[src/rtl/tick_divider_prog.sv]
// Programmable tick generator: divides clk_2MHz by a loadable divisor into tick, clk_out and wrap strobes.
// Optional TICK_SYNC_CLR_EN adds a synchronous sync_clr input that re-phases the timebase.
module tick_divider_prog #(
    parameter int unsigned CNT_W       = 21,
    parameter int unsigned DIV_DEFAULT = 10000,
    parameter int unsigned WRAP        = 100,
    parameter int unsigned WRAP_W      = 7
) (
    input  logic             clk_2MHz,
    input  logic             reset,
`ifdef TICK_SYNC_CLR_EN
    input  logic             sync_clr,
`endif
    input  logic             en,
    input  logic             div_load,
    input  logic [CNT_W-1:0] div_in,
    output logic             tick,
    output logic             clk_out,
    output logic             wrap,
    output logic [CNT_W-1:0] div_q
);

    localparam logic [CNT_W-1:0]  DIV_MIN   = CNT_W'(2);
    localparam logic [CNT_W-1:0]  DIV_RST   = CNT_W'(DIV_DEFAULT);
    localparam logic [WRAP_W-1:0] WRAP_LAST = WRAP_W'(WRAP - 1);

    logic [CNT_W-1:0]  cnt;
    logic [WRAP_W-1:0] wcnt;
    logic [CNT_W-1:0]  div_clamp_c;
    logic              cnt_last_c;

    // Divisors below 2 would make the terminal compare degenerate, so clamp them.
    assign div_clamp_c = (div_in < DIV_MIN) ? DIV_MIN : div_in;
    // ">=" lets a count left above a freshly shrunk divisor terminate at once.
    assign cnt_last_c  = (cnt >= (div_q - CNT_W'(1)));

    always_ff @(posedge clk_2MHz or posedge reset) begin
        if (reset) begin
            cnt     <= '0;
            wcnt    <= '0;
            div_q   <= DIV_RST;
            tick    <= 1'b0;
            clk_out <= 1'b0;
            wrap    <= 1'b0;
        end else begin
`ifdef TICK_SYNC_CLR_EN
            if (sync_clr) begin
                cnt     <= '0;
                wcnt    <= '0;
                tick    <= 1'b0;
                clk_out <= 1'b0;
                wrap    <= 1'b0;
            end else
`endif
            if (div_load) begin
                div_q <= div_clamp_c;
                cnt   <= '0;
                tick  <= 1'b0;
                wrap  <= 1'b0;
            end else if (en) begin
                if (cnt_last_c) begin
                    cnt     <= '0;
                    tick    <= 1'b1;
                    clk_out <= ~clk_out;
                    if (wcnt == WRAP_LAST) begin
                        wcnt <= '0;
                        wrap <= 1'b1;
                    end else begin
                        wcnt <= wcnt + WRAP_W'(1);
                        wrap <= 1'b0;
                    end
                end else begin
                    cnt  <= cnt + CNT_W'(1);
                    tick <= 1'b0;
                    wrap <= 1'b0;
                end
            end else begin
                tick <= 1'b0;
                wrap <= 1'b0;
            end
        end
    end

endmodule

[config.mk]
export PLATFORM = sky130hd
export DESIGN_NAME = tick_divider_prog
export DESIGN_NICKNAME = d
export VERILOG_FILES = /design/src/rtl/tick_divider_prog.sv
export SDC_FILE = /design/constraint.sdc
export NUM_CORES = 1
export LEC_CHECK = 0
export CAP_MARGIN = 30
export CELL_PAD_IN_SITES_DETAIL_PLACEMENT = 0
export CELL_PAD_IN_SITES_GLOBAL_PLACEMENT = 1
export CORE_MARGIN = 4
export CORE_UTILIZATION = 45
export DETAILED_ROUTE_END_ITERATION = 6
export GPL_ROUTABILITY_DRIVEN = 0
export GPL_TIMING_DRIVEN = 0
export HOLD_SLACK_MARGIN = 0.05
export PLACE_DENSITY = 0.92
export SETUP_SLACK_MARGIN = 0.05
export SYNTH_ARGS = -nofsm -noshare
export SYNTH_HDL_FRONTEND = slang
export SYNTH_SLANG_ARGS = --single-unit
[constraint.sdc]
create_clock -name clk_2MHz -period 7.2 [get_ports clk_2MHz]
set_clock_uncertainty 0.2 [all_clocks]
set_input_delay 1.44 -clock clk_2MHz [delete_from_list [all_inputs] [get_ports clk_2MHz]]
set_output_delay 1.44 -clock clk_2MHz [all_outputs]
set_load 0.005 [all_outputs]
==> results of run 1 <==
[metal layers]
metal | vias up | track usage, %
met5 | - | 0
met3 | 8 | 2.684
met1 | 1402 | 23.08
met4 | 0 | 4.327
met2 | 38 | 31.60
li1 | 1405 | -
[cells in the final DEF, fill, tap and decap left out, types with 4 or more instances in the layout]
cell type	instances
o22ai_1	10
o21ai_0	9
clkbuf_8	6
clkbuf_1	5
mux2_2	19
xnor2_1	17
nor2_1	20
or3_1	8
o21ai_1	4
nor3_1	10
a31oi_1	4
ha_1	24
a21oi_1	12
buf_6	4
nand2b_1	6
a21oi_2	7
nor4_1	12
nand4_1	6
nand3_1	20
dfrtp_1	47
dfstp_2	5
inv_1	17
clkdlybuf4s50_1	47
a21o_1	4
nand2_1	27
xor2_1	4
[area by class of cell]
cell class	count	area (um^2)
Fill cell	655	3202
Sequential cell	52	1308
Multi-Input combinational cell	271	1967
Buffer	12	80.08
Tap cell	99	123.9
Inverter	18	67.56
Timing Repair Buffer	48	490.5
Clock inverter	2	10.01
Clock buffer	6	82.58
[critical path: cells and delay by family (launching register included)]
| kind | cells | cell delay, ps |
|---|---|---|
| buf+inv | 3 | 330 |
| xor+xnor | 1 | 160 |
| compound gates | 3 | 850 |
| flops | 1 | 410 |
| mux | 1 | 310 |
| fa+ha+maj | 2 | 480 |
| simple gates | 6 | 1630 |
[logic make-up (layout without fill, tap and decap cells)]
family	Yosys count	count (layout)	synth area share, %
AOI/OAI and AO/OA	65	65	13.53
DFF	52	52	38.21
xor gates and xnor gates	21	21	5.375
adders and majority gates	24	24	8.775
buffers and inverters	30	86	4.314
muxes	24	24	7.788
and+or+nand+nor	137	137	22.01
[sequential cells by signal, summed over array words and instances, names as in the netlist]
register	flops
clk_out	1
wcnt	7
cnt	21
wrap	1
div_q	21
tick	1
[report_power, final]
group	switching, uW	internal [uW]
sequential	22.3	310
clock	100	77.0
combinational	50.3	67.4
[through the flow]
step | area (um^2) | cells | hold WS, ps
after CTS | 4129 | 508 | 282.5
after global routing | 4129 | 508 | 311.8
after floorplan | 3422 | 353 | 267.5
final | 4129 | 508 | 279.3
after global placement | 4016 | 499 | 259.2
after detailed placement | 4036 | 500 | 266.1
[worst max path at each step]
| stage | startpoint | end |
|---|---|---|
| after detailed placement | div_q[0] | wcnt[1] |
| after CTS | div_q[0] | wcnt[1] |
| after global placement | div_q[0] | wcnt[1] |
| after floorplan | div_q[0] | wcnt[1] |
| final | div_q[0] | wcnt[1] |
| after global routing | div_q[0] | wcnt[1] |
==> results.md, run 1 <==
- Outcome: finished, final reports clean
- Inserted Clock Buffers: 5
- Core area: 7331 um^2
- Cell chain of the critical path: inv_1 > ha_1 > or4b_1 > or3_1 > inv_1 > nand2_1 > nor4_2 > xnor2_1 > ha_1 > and3_1 > a221oi_1 > o21ai_1 > a211oi_4 > or2_1 > buf_6 > mux2_1
- Starting Density: 46.68%
- Maximum VDD drop: 73.01 uV
- Setup TNS: 0 ps
- Total Routing Usage GR: 17.95%
- Power, Total: 626.9 uW
- Tcrit/Tclk final: 62.47%
- Clock buffer depth: 2
- Max FO, Critical Path: 6
- Wire length per cell: 15.25 um
- GR Overflow Total: 0
- Synth Instances: 353
- Antenna fix cells: 0
- Met2 WL: 3907 um
- Final setup fails: 0
- Root Buffer: clkbuf_8
- Reg2reg path depth: 16
- CP required: 7200 ps
- First-pass GRT wire length: 12990 um
- Post-synth ARST share: 100.0%
- Largest area contributor in the netlist: dfrtp_1
- Worst-path clk slew: 100 ps
- Fraction of layout cells with a size suffix above 1: 14.43%
- Worst Setup Path Type: flip-flop to flip-flop
- H-tree depth: 2
- Met3 WL: 222 um
- Critical path's slowest cell: or4b_1
- Antenna-violating nets left: 0
- Max Clk Rate: 0.2223 GHz
- Tightest Hold Check Type: flip-flop to flip-flop
- Worst slew margin: 54.59%
- Post-Route Utilization: 56.32%
- Slew Viols, Final: 0
- Post-synth top cells: dfrtp_1, nand2_1, ha_1, nand3_1, nor2_1
- Area Overhead vs Synth: 20.66%
- Cell variety after synth: 58
- Fin crit period: 4498 ps
- Final WS setup: 2702 ps
- Die Wd: 95.21 um
- Pre-CTS setup slack: 2715 ps
- Detailed-placement wirelength estimate: 6006 um
- Post-synthesis cell area: 3422 um^2
- WP data arrival: 4490 ps
- Slew @ Worst Pin: 675.9 ps
- Area share of the largest cell type after synthesis: 34.37%
- Number of remaining DRC errors: 0
- Mapped Avg Cell Area: 9.694 um^2
- Hold depth: 1
- Nets: 457
- Slowest stage delay, CP: 460 ps
- Met1 wire length: 3548 um
- Top-count cell post-synth: dfrtp_1
- Vias in the first global route: 2822
- Critical R2R Capture: wcnt[1]
- Hold_buf cts: 0
- Die Ht: 95.21 um
- Top layer reached by signal wires: met4
- Post-CTS setup buffers: 0
- DRT iter0 DRCs: 100
- Resized Gates After CTS: 0
- Worst Setup Start Kind: flip-flop
- Max-cap violations: 0
- Area contributors post-synth: dfrtp_1, ha_1, mux2_2
- Clk sink count: 52
- CTS tree: done
- Detailed-route via count: 2853
- Antenna violations before repair: 0
- Largest net degree at the start of global routing: 31
- HP Start: clk_out
- Most used DFF post-synth: dfrtp_1
- Synth Warn #: 0
- Pre-antenna DRT Iters: 5
- Post-Syn Nets: 402
- Sequential share of the synthesized area: 38.21%
- IO Port Bufs: 47
- Routed WL: 7746 um
- Cell Rows: 31
- Io pins: 49
- Worst setup EP type: flip-flop
- Post-synth EDFFs: 0
- Power Dens Cells: 151.8 nW/um^2
- Clk Latency, worst-skew pair: 310 ps
- Reg2Reg Launch Point: div_q[0]
- Static Leak: 0.001610 uW
- Hold endpoint: clk_out
- Final hold vios: 0
- R2R Setup Slk: 2700 ps
- Yosys reg bits: 52
- Die ar.: 9064 um^2
- RSZ-0062 raised after global routing: false
- Vias per cell: 5.616
Power figures use the tool's default switching activity.
==> run 2: changes to the inputs <==
--- a/config.mk
+++ b/config.mk
@@ -9,12 +9,12 @@
 export CELL_PAD_IN_SITES_DETAIL_PLACEMENT = 0
 export CELL_PAD_IN_SITES_GLOBAL_PLACEMENT = 1
 export CORE_MARGIN = 4
-export CORE_UTILIZATION = 45
+export CORE_UTILIZATION = 42
 export DETAILED_ROUTE_END_ITERATION = 6
 export GPL_ROUTABILITY_DRIVEN = 0
 export GPL_TIMING_DRIVEN = 0
 export HOLD_SLACK_MARGIN = 0.05
-export PLACE_DENSITY = 0.92
+export PLACE_DENSITY = 0.88
 export SETUP_SLACK_MARGIN = 0.05
 export SYNTH_ARGS = -nofsm -noshare
 export SYNTH_HDL_FRONTEND = slang
==> constraint.sdc (replaced) <==
create_clock -name clk_2MHz -period 4.71 [get_ports clk_2MHz]
set_clock_uncertainty 0.2 [all_clocks]
set_input_delay 0.942 -clock clk_2MHz [delete_from_list [all_inputs] [get_ports clk_2MHz]]
set_output_delay 0.942 -clock clk_2MHz [all_outputs]
set_load 0.005 [all_outputs]
==> run 2 against run 1 <==
Effect of this change: via count is 2.0% higher; largest cell class unchanged; non-clock buffer count is 5 higher; setup slack worse by 2400 ps; clock-buffer cell count is 2 higher; first-iteration DRC count is 74% higher; core utilization is 2.4 points lower; fmax is 2.8% higher; register-to-register slack worse by 2400 ps; wire length is 3.3% higher.
==> results.md, run 2 (synthesis results as in run 1) <==
- Outcome: finished, final reports clean
- Critical path's slowest cell: or4b_1
- Antenna-violating nets left: 0
- Slew @ Worst Pin: 700.1 ps
- Detailed-route via count: 2909
- Final hold vios: 0
- Max FO, Critical Path: 6
- Clock buffer depth: 2
- Nets: 462
- Final setup fails: 0
- Cell Rows: 32
- Most frequent cells in the layout: dfrtp_1, clkdlybuf4s50_1, nand2_1
- Pre-CTS setup slack: 186.4 ps
- Critical Path Start: div_q[0]
- CP required: 4700 ps
- GR Overflow Total: 0
- Maximum VDD drop: 133.0 uV
- Pre-antenna DRT Iters: 5
- Post-Route Utilization: 53.88%
- Fin crit period: 4376 ps
- Worst slew margin: 52.97%
- R2R Setup Slk: 330 ps
- Area Overhead vs Synth: 22.92%
- IO Port Bufs: 47
- Antenna violations before repair: 0
- Die Wd: 98.27 um
- Io pins: 49
- Hold endpoint: clk_out
- Root Buffer: clkbuf_8
- Die ar.: 9656 um^2
- Die Ht: 98.27 um
- First-pass GRT wire length: 13950 um
- Slew Viols, Final: 0
- H-tree depth: 2
- Worst-path clk slew: 90 ps
- Worst setup EP type: flip-flop
- Starting Density: 43.83%
- Final WS setup: 334.0 ps
- HP Start: clk_out
- Vias per cell: 5.638
- Worst Setup Path Type: flip-flop to flip-flop
- DRT iter0 DRCs: 174
- Max-cap violations: 0
- Routed WL: 8002 um
- Setup TNS: 0 ps
- Tightest Hold Check Type: flip-flop to flip-flop
- Number of remaining DRC errors: 0
- Cell chain of the critical path: inv_1 > ha_1 > or4b_1 > or3_4 > inv_1 > nand2_2 > nor4_4 > xnor2_1 > ha_1 > and3_1 > a221oi_2 > o21ai_2 > a211oi_4 > or2_1 > buf_6 > mux2_1
- CTS tree: done
- Reg2reg path depth: 16
- Worst Setup Start Kind: flip-flop
- Reg2Reg Launch Point: div_q[0]
- Hold slack: 274.1 ps
- Largest net degree at the start of global routing: 31
- Tcrit/Tclk final: 92.91%
- Detailed-placement wirelength estimate: 6121 um
- Top flop regs: cnt (21), div_q (21), wcnt (7)
- Critical R2R Capture: wcnt[1]
- Core area: 7807 um^2
- Hold_buf cts: 0
- Total Routing Usage GR: 17.18%
- Fraction of layout cells with a size suffix above 1: 16.18%
- Hold depth: 1
- Static Leak: 0.001646 uW
- RSZ-0062 raised after global routing: false
- WP data arrival: 4370 ps
- Finished Layout Cells: 516
- DP Cell Count: 503
- Vias in the first global route: 2948
- Max Clk Rate: 0.2285 GHz
- Power Dens Cells: 227.9 nW/um^2
- Antenna fix cells: 0
- Inserted Clock Buffers: 5
- Clk sink count: 52
- Slowest stage delay, CP: 480 ps
- Wire length per cell: 15.51 um
- Clk Latency, worst-skew pair: 310 ps
## run 2: where the power goes
part	switching [uW]	internal [uW]
combinational	78.9	104
clock	149	120
sequential	34.1	473
total	261	697
## run 2: critical path, delay by kind of cell (launching register included)
family                   cells  cell delay (ps)
AO/OA/AOI/OAI                3              760
XOR/XNOR                     1              160
adder cells (fa/ha/maj)      2              500
buffers and inverters        3              330
flip-flops                   1              410
multiplexers                 1              310
AND/OR/NAND/NOR              6             1610
## run 2: repair_timing
action,in CTS,in global routing
setup endpoints to repair,0,21
resized for setup,0,7
buffers inserted,0,5
## run 2: worst max path at each step
stage / end
final: wcnt[1]
after global routing: wcnt[6]
after CTS: wcnt[1]
after detailed placement: wcnt[1]
after global placement: wcnt[1]
after floorplan: wcnt[1]
## run 2: final cells by class
class                           instances  area (um^2)
Fill cell                             724         3601
Multi-Input combinational cell        271         2006
Sequential cell                        52         1308
Timing Repair Buffer                   53        528.0
Tap cell                              102        127.6
Clock buffer                            8        90.09
Buffer                                 12        80.08
Inverter                               18        67.56
## run 2: metrics by stage
step           instance area (um^2)  total power (uW)
2_1_floorplan                  3422             604.3
4_1_cts                        4130             967.4
3_3_place_gp                   4020             689.9
6_report                       4207             958.6
3_5_place_dp                   4040             698.3
5_1_grt                        4207              1015
## run 2: per-layer routing
metal | vias to the layer above | GRT usage [%] | wire length [um]
met5 | - | 0 | 0
met4 | 0 | 3.992 | 90
met3 | 9 | 2.643 | 256
met2 | 61 | 29.74 | 4083
met1 | 1423 | 22.64 | 3572
li1 | 1416 | - | -
==> run 3: changes to the inputs <==
--- a/config.mk
+++ b/config.mk
@@ -12,9 +12,9 @@
 export CORE_UTILIZATION = 42
 export DETAILED_ROUTE_END_ITERATION = 6
 export GPL_ROUTABILITY_DRIVEN = 0
-export GPL_TIMING_DRIVEN = 0
 export HOLD_SLACK_MARGIN = 0.05
 export PLACE_DENSITY = 0.88
+export REMOVE_ABC_BUFFERS = 1
 export SETUP_SLACK_MARGIN = 0.05
 export SYNTH_ARGS = -nofsm -noshare
 export SYNTH_HDL_FRONTEND = slang
==> run 3 against run 2 <==
Effect of this change: sequential power about the same; highest routed layer unchanged; clock power shrank 7.8%; critical path type unchanged; clock-buffer cell count unchanged; fmax is 0.97% lower; critical endpoint unchanged; cell count down 1.9%; setup slack worse by 43 ps.
==> results.md, run 3 (synthesis results as in run 1) <==
- Outcome: finished, final reports clean
- Resized Gates After CTS: 0
- Detailed-route via count: 2826
- Die Ht: 98.27 um
- Slew Viols, Final: 0
- Vias per cell: 5.585
- Hold slack: 277.6 ps
- Io pins: 49
- Slew @ Worst Pin: 713.4 ps
- Wire length per cell: 15.55 um
- Finished Layout Cells: 506
- Starting Density: 43.83%
- Top flop regs: cnt (21), div_q (21), wcnt (7)
- Power, Total: 936.9 uW
- Most common cell after layout, fill and taps aside: clkdlybuf4s50_1
- Clk sink count: 52
- RSZ-0062 raised after global routing: false
- Worst setup EP type: flip-flop
- Most frequent cells in the layout: clkdlybuf4s50_1, dfrtp_1, nand2_1
- Setup TNS: 0 ps
- Maximum VDD drop: 127.9 uV
- Die Wd: 98.27 um
- Fillers: 727
- Total Routing Usage GR: 16.60%
- Clk Latency, worst-skew pair: 300 ps
- Vias in the first global route: 2842
- Number of remaining DRC errors: 0
- Cell Rows: 32
- Root Buffer: clkbuf_8
- DP Cell Count: 498
- Tightest Hold Check Type: flip-flop to flip-flop
- Inserted Clock Buffers: 5
- Fraction of layout cells with a size suffix above 1: 13.86%
- WP data arrival: 4400 ps
- Die ar.: 9656 um^2
- Antenna-violating nets left: 0
- Nets: 452
- Final hold vios: 0
- Static Leak: 0.001586 uW
- Worst slew margin: 52.08%
- Max FO, Critical Path: 6
- Max Clk Rate: 0.2263 GHz
- Largest net degree at the start of global routing: 33
- Pre-antenna DRT Iters: 4
- Tcrit/Tclk final: 93.82%
- Post-CTS setup buffers: 0
- Hold_buf cts: 0
- DRT iter0 DRCs: 162
- Routed WL: 7868 um
- Antenna violations before repair: 0
- Worst-path clk slew: 90 ps
- Clock buffer depth: 2
- H-tree depth: 2
- Core area: 7807 um^2
- CP required: 4690 ps
- CTS tree: done
- GR Overflow Total: 0
- Detailed-placement wirelength estimate: 5925 um
- Antenna fix cells: 0
- Area Overhead vs Synth: 19.31%
- IO Port Bufs: 48
- First-pass GRT wire length: 13500 um
- Max-cap violations: 0
- Worst Setup Start Kind: flip-flop
- Fin crit period: 4419 ps
- Power Dens Cells: 229.5 nW/um^2
- Final setup fails: 0
- Worst Setup Path Type: flip-flop to flip-flop
[run 3: final cells by class]
class	instances	area, um^2	share of cell area [%]
repair buffers	55	533.0	13.06
clock buffers	8	80.08	1.961
flip-flops and latches	52	1308	32.03
inverters	18	67.56	1.655
multi-input cells	271	1967	48.18
well taps	102	127.6	3.126
[run 3: metrics by stage]
stage,setup WS (ps),area [um^2],util [%]
global route,91.47,4083,52.29
finish,291.2,4083,52.29
detailed placement,291.8,4003,51.27
floorplan,333.7,3342,-
CTS,259.0,4083,52.29
global placement,481.2,4003,51.27
[run 3: worst max-delay path, stage by stage, from the launching register on]
cell      delay (ps)
dfrtp_1          420
inv_1            140
ha_1             220
or4b_1           460
or3_1            400
inv_1             80
nand2_1          120
nor4_2           190
xnor2_1          170
ha_1             280
and3_1           220
a221oi_1         280
o21ai_1          190
a211oi_4         310
or2_1            280
mux2_1           340
[run 3: power breakdown]
group	switching [uW]	internal, uW
combinational	77.4	102
clock	142	106
sequential	35.7	473
total	255	682
[run 3: routing by layer]
layer,up-vias,share of wire [%],track usage (%)
met5,-,0,0
met4,0,0.53,3.046
met3,4,3.9,3.286
met2,56,49,27.85
met1,1372,47,22.50
li1,1394,-,-
[run 3: path summary, 6_finish.rpt]
check	cells past startpoint	slack, ps	start	endpoint
max reg2reg	15	290	div_q[0]	wcnt[1]
min in group asynchronous	2	760	reset	wrap
min	1	280	clk_out	clk_out
max	15	290	div_q[0]	wcnt[1]
min reg2reg	1	280	clk_out	clk_out
max in group asynchronous	3	2720	reset	div_q[9]
